`src/rtl/lfsr_pkg.sv`:
```
// Shared definitions for the multi-channel Galois LFSR generator.
package lfsr_pkg;

   // Widest state the step helper supports; callers zero-extend into it.
   localparam int unsigned MAX_W = 64;

   // Common feedback masks, right-shift Galois form.
   localparam logic [31:0] POLY32 = 32'h8020_0003;  // x^32+x^22+x^2+x+1
   localparam logic [9:0]  POLY10 = 10'h240;
   localparam logic [3:0]  POLY4  = 4'hC;

   // Channel-select width; at least one bit even for a single channel.
   function automatic int unsigned calc_ch_w(input int unsigned num_ch);
      if (num_ch > 32'd1) return unsigned'($clog2(num_ch));
      return 32'd1;
   endfunction

   // One Galois step. Zero-extended upper bits stay zero, so truncating
   // the result back to the caller's width gives the exact narrow step.
   function automatic logic [MAX_W-1:0] lfsr_step(input logic [MAX_W-1:0] state,
                                                   input logic [MAX_W-1:0] taps);
      return (state >> 1) ^ (state[0] ? taps : '0);
   endfunction

endpackage

```
`src/rtl/lfsr_chan.sv`:
```
// One LFSR channel: state, seed register, load, wrap pulse and lockup guard.
module lfsr_chan
   import lfsr_pkg::*;
#(
   parameter int unsigned      WIDTH        = 32,
   parameter logic [WIDTH-1:0] TAPS         = WIDTH'(POLY32),
   parameter logic [WIDTH-1:0] DEFAULT_SEED = WIDTH'(1)
) (
   input  logic             clk,
   input  logic             rst_n,
   input  logic             adv,
   input  logic             load,
   input  logic [WIDTH-1:0] load_seed,
   output logic [WIDTH-1:0] state,
   output logic             wrap
);

   logic [WIDTH-1:0] state_q, state_d;
   logic [WIDTH-1:0] seed_q, seed_d;
   logic             wrap_q, wrap_d;
   logic [WIDTH-1:0] step_nxt;

   // Next Galois value of the current state.
   always_comb step_nxt = WIDTH'(lfsr_step(MAX_W'(state_q), MAX_W'(TAPS)));

   // Load beats lockup recovery beats advance; only an advance can wrap.
   always_comb begin
      state_d = state_q;
      seed_d  = seed_q;
      wrap_d  = 1'b0;
      if (load) begin
         seed_d  = (load_seed == '0) ? DEFAULT_SEED : load_seed;
         state_d = seed_d;
      end else if (state_q == '0) begin
         state_d = DEFAULT_SEED;
      end else if (adv) begin
         state_d = step_nxt;
         wrap_d  = (step_nxt == seed_q);
      end
   end

   // State, seed and wrap registers.
   always_ff @(posedge clk or negedge rst_n) begin
      if (!rst_n) begin
         state_q <= DEFAULT_SEED;
         seed_q  <= DEFAULT_SEED;
         wrap_q  <= 1'b0;
      end else begin
         state_q <= state_d;
         seed_q  <= seed_d;
         wrap_q  <= wrap_d;
      end
   end

   assign state = state_q;
   assign wrap  = wrap_q;

   // The all-zero state is unreachable from a nonzero seed.
   a_no_lockup: assert property (@(posedge clk) disable iff (!rst_n) state_q != '0)
      else $error("lfsr_chan: all-zero lockup state");

endmodule

```
`src/rtl/lfsr_prng_multi.sv`:
```
// Multi-channel Galois LFSR PRNG with free-run and valid/ready advance modes.
module lfsr_prng_multi
   import lfsr_pkg::*;
#(
   parameter int unsigned      WIDTH        = 32,
   parameter int unsigned      NUM_CH       = 2,
   parameter logic [WIDTH-1:0] TAPS         = WIDTH'(POLY32),
   parameter logic [WIDTH-1:0] DEFAULT_SEED = WIDTH'(1),
   localparam int unsigned     CH_W         = calc_ch_w(NUM_CH)
) (
   input  logic                    clk,
   input  logic                    rst,
   input  logic                    mode,
   input  logic [NUM_CH-1:0]       en,
   input  logic                    load,
   input  logic [CH_W-1:0]         load_ch,
   input  logic [WIDTH-1:0]        load_seed,
   input  logic [NUM_CH-1:0]       out_ready,
   output logic [NUM_CH-1:0]       out_valid,
   output logic [NUM_CH*WIDTH-1:0] out_data,
   output logic [NUM_CH-1:0]       wrap
);

   // Reject configurations that cannot produce a valid sequence.
   if (DEFAULT_SEED == '0) begin : g_bad_seed
      $error("lfsr_prng_multi: DEFAULT_SEED must be nonzero");
   end
   if ((WIDTH < 3) || (WIDTH > MAX_W)) begin : g_bad_width
      $error("lfsr_prng_multi: WIDTH out of supported range");
   end
   if (NUM_CH < 1) begin : g_bad_ch
      $error("lfsr_prng_multi: NUM_CH must be at least 1");
   end

   logic [NUM_CH-1:0] adv_c;
   logic [NUM_CH-1:0] ld_c;

   // Valid follows enable directly in both modes.
   assign out_valid = en;

   for (genvar c = 0; c < NUM_CH; c++) begin : g_ch
      // Handshake mode only steps on a completed transfer.
      assign adv_c[c] = en[c] & (~mode | out_ready[c]);
      // Out-of-range channel numbers match no channel and are dropped.
      assign ld_c[c]  = load & (load_ch == CH_W'(c));

      lfsr_chan #(
         .WIDTH        (WIDTH),
         .TAPS         (TAPS),
         .DEFAULT_SEED (DEFAULT_SEED)
      ) u_chan (
         .clk       (clk),
         .rst_n     (rst),
         .adv       (adv_c[c]),
         .load      (ld_c[c]),
         .load_seed (load_seed),
         .state     (out_data[c*WIDTH +: WIDTH]),
         .wrap      (wrap[c])
      );
   end

endmodule

```
`config.mk`:
```
export PLATFORM = sky130hd
export DESIGN_NAME = lfsr_prng_multi
export DESIGN_NICKNAME = d
export VERILOG_FILES = /design/src/rtl/lfsr_pkg.sv /design/src/rtl/lfsr_chan.sv /design/src/rtl/lfsr_prng_multi.sv
export SDC_FILE = /design/constraint.sdc
export NUM_CORES = 1
export LEC_CHECK = 0
export ABC_CLOCK_PERIOD_IN_PS = 2300
export BUFFER_PORTS_ARGS = -buffer_cell sky130_fd_sc_hd__clkbuf_2
export CORE_ASPECT_RATIO = 1.2
export CORE_MARGIN = 3
export CORE_UTILIZATION = 58
export CTS_BUF_LIST = sky130_fd_sc_hd__clkbuf_4
export DETAILED_ROUTE_END_ITERATION = 7
export PLACE_DENSITY_LB_ADDON = 0.08
export SYNTH_ARGS = -nofsm -noshare
export SYNTH_HDL_FRONTEND = slang
export SYNTH_SLANG_ARGS = --single-unit
export TNS_END_PERCENT = 50
```
`constraint.sdc`:
```
create_clock -name clk -period 2.3 [get_ports clk]
set_input_delay 0.46 -clock clk [delete_from_list [all_inputs] [get_ports clk]]
set_output_delay 0.46 -clock clk [all_outputs]
set_load 0.01 [all_outputs]
```
==> flow_metrics.tcl <==
set metrics [dict create \
    global_route.overflow_total 0 \
    detail_route_met3_wl_microns 937 \
    yosys.cell_types.count 35 \
    post_synthesis_net_count 674 \
    netlist.top_cell.by_area "sky130_fd_sc_hd__dfrtp_1" \
    layout-area-overhead-vs-synth_pct 16.7 \
    ctsHtreeMaxLevel 4 \
    fin_nets 788 \
    post-dp-hpwl_mm 12.7 \
    sequentialPowerShare 0.487 \
    combPwrFrac 0.243 \
    leakage_nw 3.56 \
    die_h_microns 120 \
    cap_viol_max_count 0 \
    detail_route.wirelength_mm 17.1 \
    clock_tree.root_cell "sky130_fd_sc_hd__clkbuf_4" \
    net-switching-power_mw 2.04 \
    critical_path.most_common_cell "sky130_fd_sc_hd__nor4_1" \
    ys.warnings.count 0 \
    met1Wirelength_mm 7.01 \
    firstDrtPassIters 5 \
    hold_path_startpoint "load_seed[27]" \
    drive_gt1_frac 0.260 \
    highest_layer "met4" \
    final.min_clock_period_ns 2.15 \
    setup_viol_count_final 0 \
    internal_power_mw 4.22 \
    peakVddDrop_uv 602 \
    global_route.usage.total 0.293 \
    critical_path.startpoint "g_ch[0].u_chan.state[0]" \
    min-delay-path-class "input pin to flip-flop" \
    remaining_drc_errors 0 \
    number_of_flops_mapped_to_enable_cells_by_yosys 0 \
    crit-reg2reg-launch "g_ch[0].u_chan.state[0]" \
    routed_via_density 5.92 \
    via_count_of_the_first_global_routing_pass 5235 \
    gp_congestion 0.881 \
    drv_slew 0 \
    transition_at_the_pin_with_the_smallest_max_transition_slack_ns 0.829 \
    die-width_microns 101 \
    floorplan.initialDensity 0.597 \
    sw_frac_of_total 0.326 \
    postLayoutCellArea_sq_um 7360 \
    placeableCoreArea_sq_um 10600 \
    grt_start_max_net_pins 78 \
    num_antenna_cells 0 \
    fmax_mhz 466 \
    final-hold-violation-count 0 \
    clock_tree_from_tritoncts "built" \
    max_slew_margin 0.447 \
    crit_buf_inv 1 \
    critical_path_arrival_ns 2.54 \
    cp_data_required_time_ns 2.70 \
    status "finished, final reports clean" \
    cp_max_fo 8 \
    path_delay_family "simple AND/OR/NAND/NOR gates" \
    postSynth.asyncResetShare 1.00 \
    power.clock.fraction 0.270 \
    worst_path_cell_chain "inv_1 -> ha_1 -> xor2_1 -> nor4_1 -> nand4_1 -> nor4_1" \
    clk_path_buf_depth 2 \
    path_class "flip-flop to flip-flop" \
    critPathMaxStageDelay_ns 0.66 \
    vias_after_detailed_routing 5247 \
    synth_largest_type_area_fraction 0.500 \
    setup_repair_after_global_routing_missed_its_margin "false" \
    synth_common_cells "186 x sky130_fd_sc_hd__nand2_1, 126 x sky130_fd_sc_hd__dfrtp_1, 58 x sky130_fd_sc_hd__o21ai_0, 49 x sky130_fd_sc_hd__xor2_1, 36 x sky130_fd_sc_hd__a2bb2oi_1" \
    synth_flop_cell "sky130_fd_sc_hd__dfrtp_1" \
    dpl-instance-area_sq_um 7040 \
    clock_latency_ns 0.51 \
    finalSetupTns_ns 0 \
    clkSlewWorstSetupHoldPaths_ns 0.11 \
    route.antenna.remaining_nets 0 \
    layout_worst_path_cycle_share 0.933 \
    routed_length_on_met2_mm 8.60 \
    grt_antenna_before_repair 0 \
    cts_inserted_buffers 17 \
    drt-initial-drc-count 308 \
    portBuffers 108 \
    first_pass_grt_wire_length_mm 27.4 \
    syn_area_sq_um 6300 \
    synth_top_cells_by_area "sky130_fd_sc_hd__dfrtp_1 50%, sky130_fd_sc_hd__nand2_1 11%, sky130_fd_sc_hd__xor2_1 6.8%" \
    pwr_density_cell_nw_per_um2 850 \
    boundaryPins 109 \
    avgRoutedWirePerCell_microns 19.3 \
    postCtsSetupRepairBufs 0 \
    synth_seq_cells 130 \
    skew_ns 0.0222 \
    worstSetupStartpointType "flip-flop" \
    worstSetupEndpointType "flip-flop" \
    fin_hold_ws_ns 0.226 \
    yosys.cell_count.top_type "sky130_fd_sc_hd__nand2_1" \
    cpMaxStageDelayCell "sky130_fd_sc_hd__dfstp_2" \
    clock_sink_count 130 \
    synthesis.area_per_instance_sq_um 9.99 \
    netlist_instances 631 \
    design.die.area_sq_um 12200 \
    synth.yosys.seq_area_share 0.517 \
    rows 41 \
]
==> what timing repair did <==
action	in CTS	in global routing
resized for setup	0	0
hold endpoints to repair	8	0
hold buffers	1	0
==> final cells by class <==
| type | instances | area [sq um] |
|---|---|---|
| Fill cell | 860 | 3210 |
| Clock inverter | 13 | 166 |
| Timing Repair Buffer | 133 | 783 |
| Tap cell | 129 | 161 |
| Inverter | 8 | 30.0 |
| Clock buffer | 19 | 143 |
| Multi-Input combinational cell | 455 | 2820 |
| Sequential cell | 130 | 3260 |
==> power groups by stage <==
stage | Sequential (mW) | Combinational [mW] | Clock, mW
final | 3.05 | 1.52 | 1.69
after global routing | 3.09 | 1.67 | 1.80
after CTS | 3.04 | 1.53 | 1.70
after detailed placement | 3.08 | 1.52 | 0
after global placement | 3.06 | 1.49 | 0
after floorplan | 3.07 | 0.876 | 0
==> registers in the layout, indices dropped and copies added, names as in the netlist <==
signal              cells
g_ch.u_chan.state      64
g_ch.u_chan.wrap        2
g_ch.u_chan.seed_q     64
==> cell families (layout without fill, tap and decap cells) <==
logic type / count (synthesis) / after routing / synth area share
and+or+nand+nor: 250 / 250 / 0.174
adders and majority gates: 2 / 2 / 0.00397
buffers and inverters: 46 / 173 / 0.0377
DFF: 130 / 130 / 0.517
xor gates and xnor gates: 67 / 67 / 0.0931
AOI/OAI and AO/OA: 136 / 136 / 0.174
==> metal layers <==
layer | track usage | vias to the layer above
met1 | 0.393 | 2566
li1 | - | 2419
met4 | 0.128 | 0
met3 | 0.0531 | 46
met5 | 0 | -
met2 | 0.464 | 216
==> final timing paths <==
| check | end | slack, ns | cells past startpoint |
|---|---|---|---|
| max in group asynchronous | g_ch[0].u_chan.seed_q[0] | 1.30 | 3 |
| max | g_ch[0].u_chan.wrap | 0.15 | 6 |
| max reg2reg | g_ch[0].u_chan.wrap | 0.15 | 6 |
| min | g_ch[0].u_chan.seed_q[27] | 0.23 | 3 |
| min reg2reg | g_ch[0].u_chan.seed_q[20] | 0.50 | 2 |
| min in group asynchronous | g_ch[1].u_chan.seed_q[7] | 0.31 | 2 |
==> stage by stage <==
stage               instances   util  total power, mW  setup slack, ns
floorplan                 631      -             3.95            0.243
global placement          854  0.666             4.56            0.139
detailed placement        854  0.666             4.60            0.183
CTS                       887  0.697             6.28            0.154
global route              887  0.697             6.56           0.0119
finish                    887  0.697             6.26            0.155
==> worst register-to-register path, stage by stage (launching register included) <==
cell	delay [ns]
sky130_fd_sc_hd__dfstp_2	0.66
sky130_fd_sc_hd__inv_1	0.09
sky130_fd_sc_hd__ha_1	0.33
sky130_fd_sc_hd__xor2_1	0.18
sky130_fd_sc_hd__nor4_1	0.33
sky130_fd_sc_hd__nand4_1	0.13
sky130_fd_sc_hd__nor4_1	0.33
==> placed cells by master, fill, tap and decap left out, types with 3 or more instances in the layout <==
cell type and instances:
sky130_fd_sc_hd__o21a_1 3, sky130_fd_sc_hd__o21ai_1 7, sky130_fd_sc_hd__xnor2_1 18, sky130_fd_sc_hd__clkinv_1 3
sky130_fd_sc_hd__nor4_1 33, sky130_fd_sc_hd__a2bb2oi_1 36, sky130_fd_sc_hd__inv_1 8, sky130_fd_sc_hd__clkbuf_4 19
sky130_fd_sc_hd__xor2_1 49, sky130_fd_sc_hd__buf_4 21, sky130_fd_sc_hd__nor3_1 3, sky130_fd_sc_hd__clkbuf_2 107
sky130_fd_sc_hd__nand2_1 186, sky130_fd_sc_hd__clkinv_2 4, sky130_fd_sc_hd__nor2_1 3, sky130_fd_sc_hd__nand4_1 12
sky130_fd_sc_hd__dfstp_2 4, sky130_fd_sc_hd__buf_12 4, sky130_fd_sc_hd__o21ai_0 58, sky130_fd_sc_hd__bufinv_16 4
sky130_fd_sc_hd__dfrtp_1 126, sky130_fd_sc_hd__a2bb2oi_2 26
Note: power is estimated with default switching activity, not from simulation.
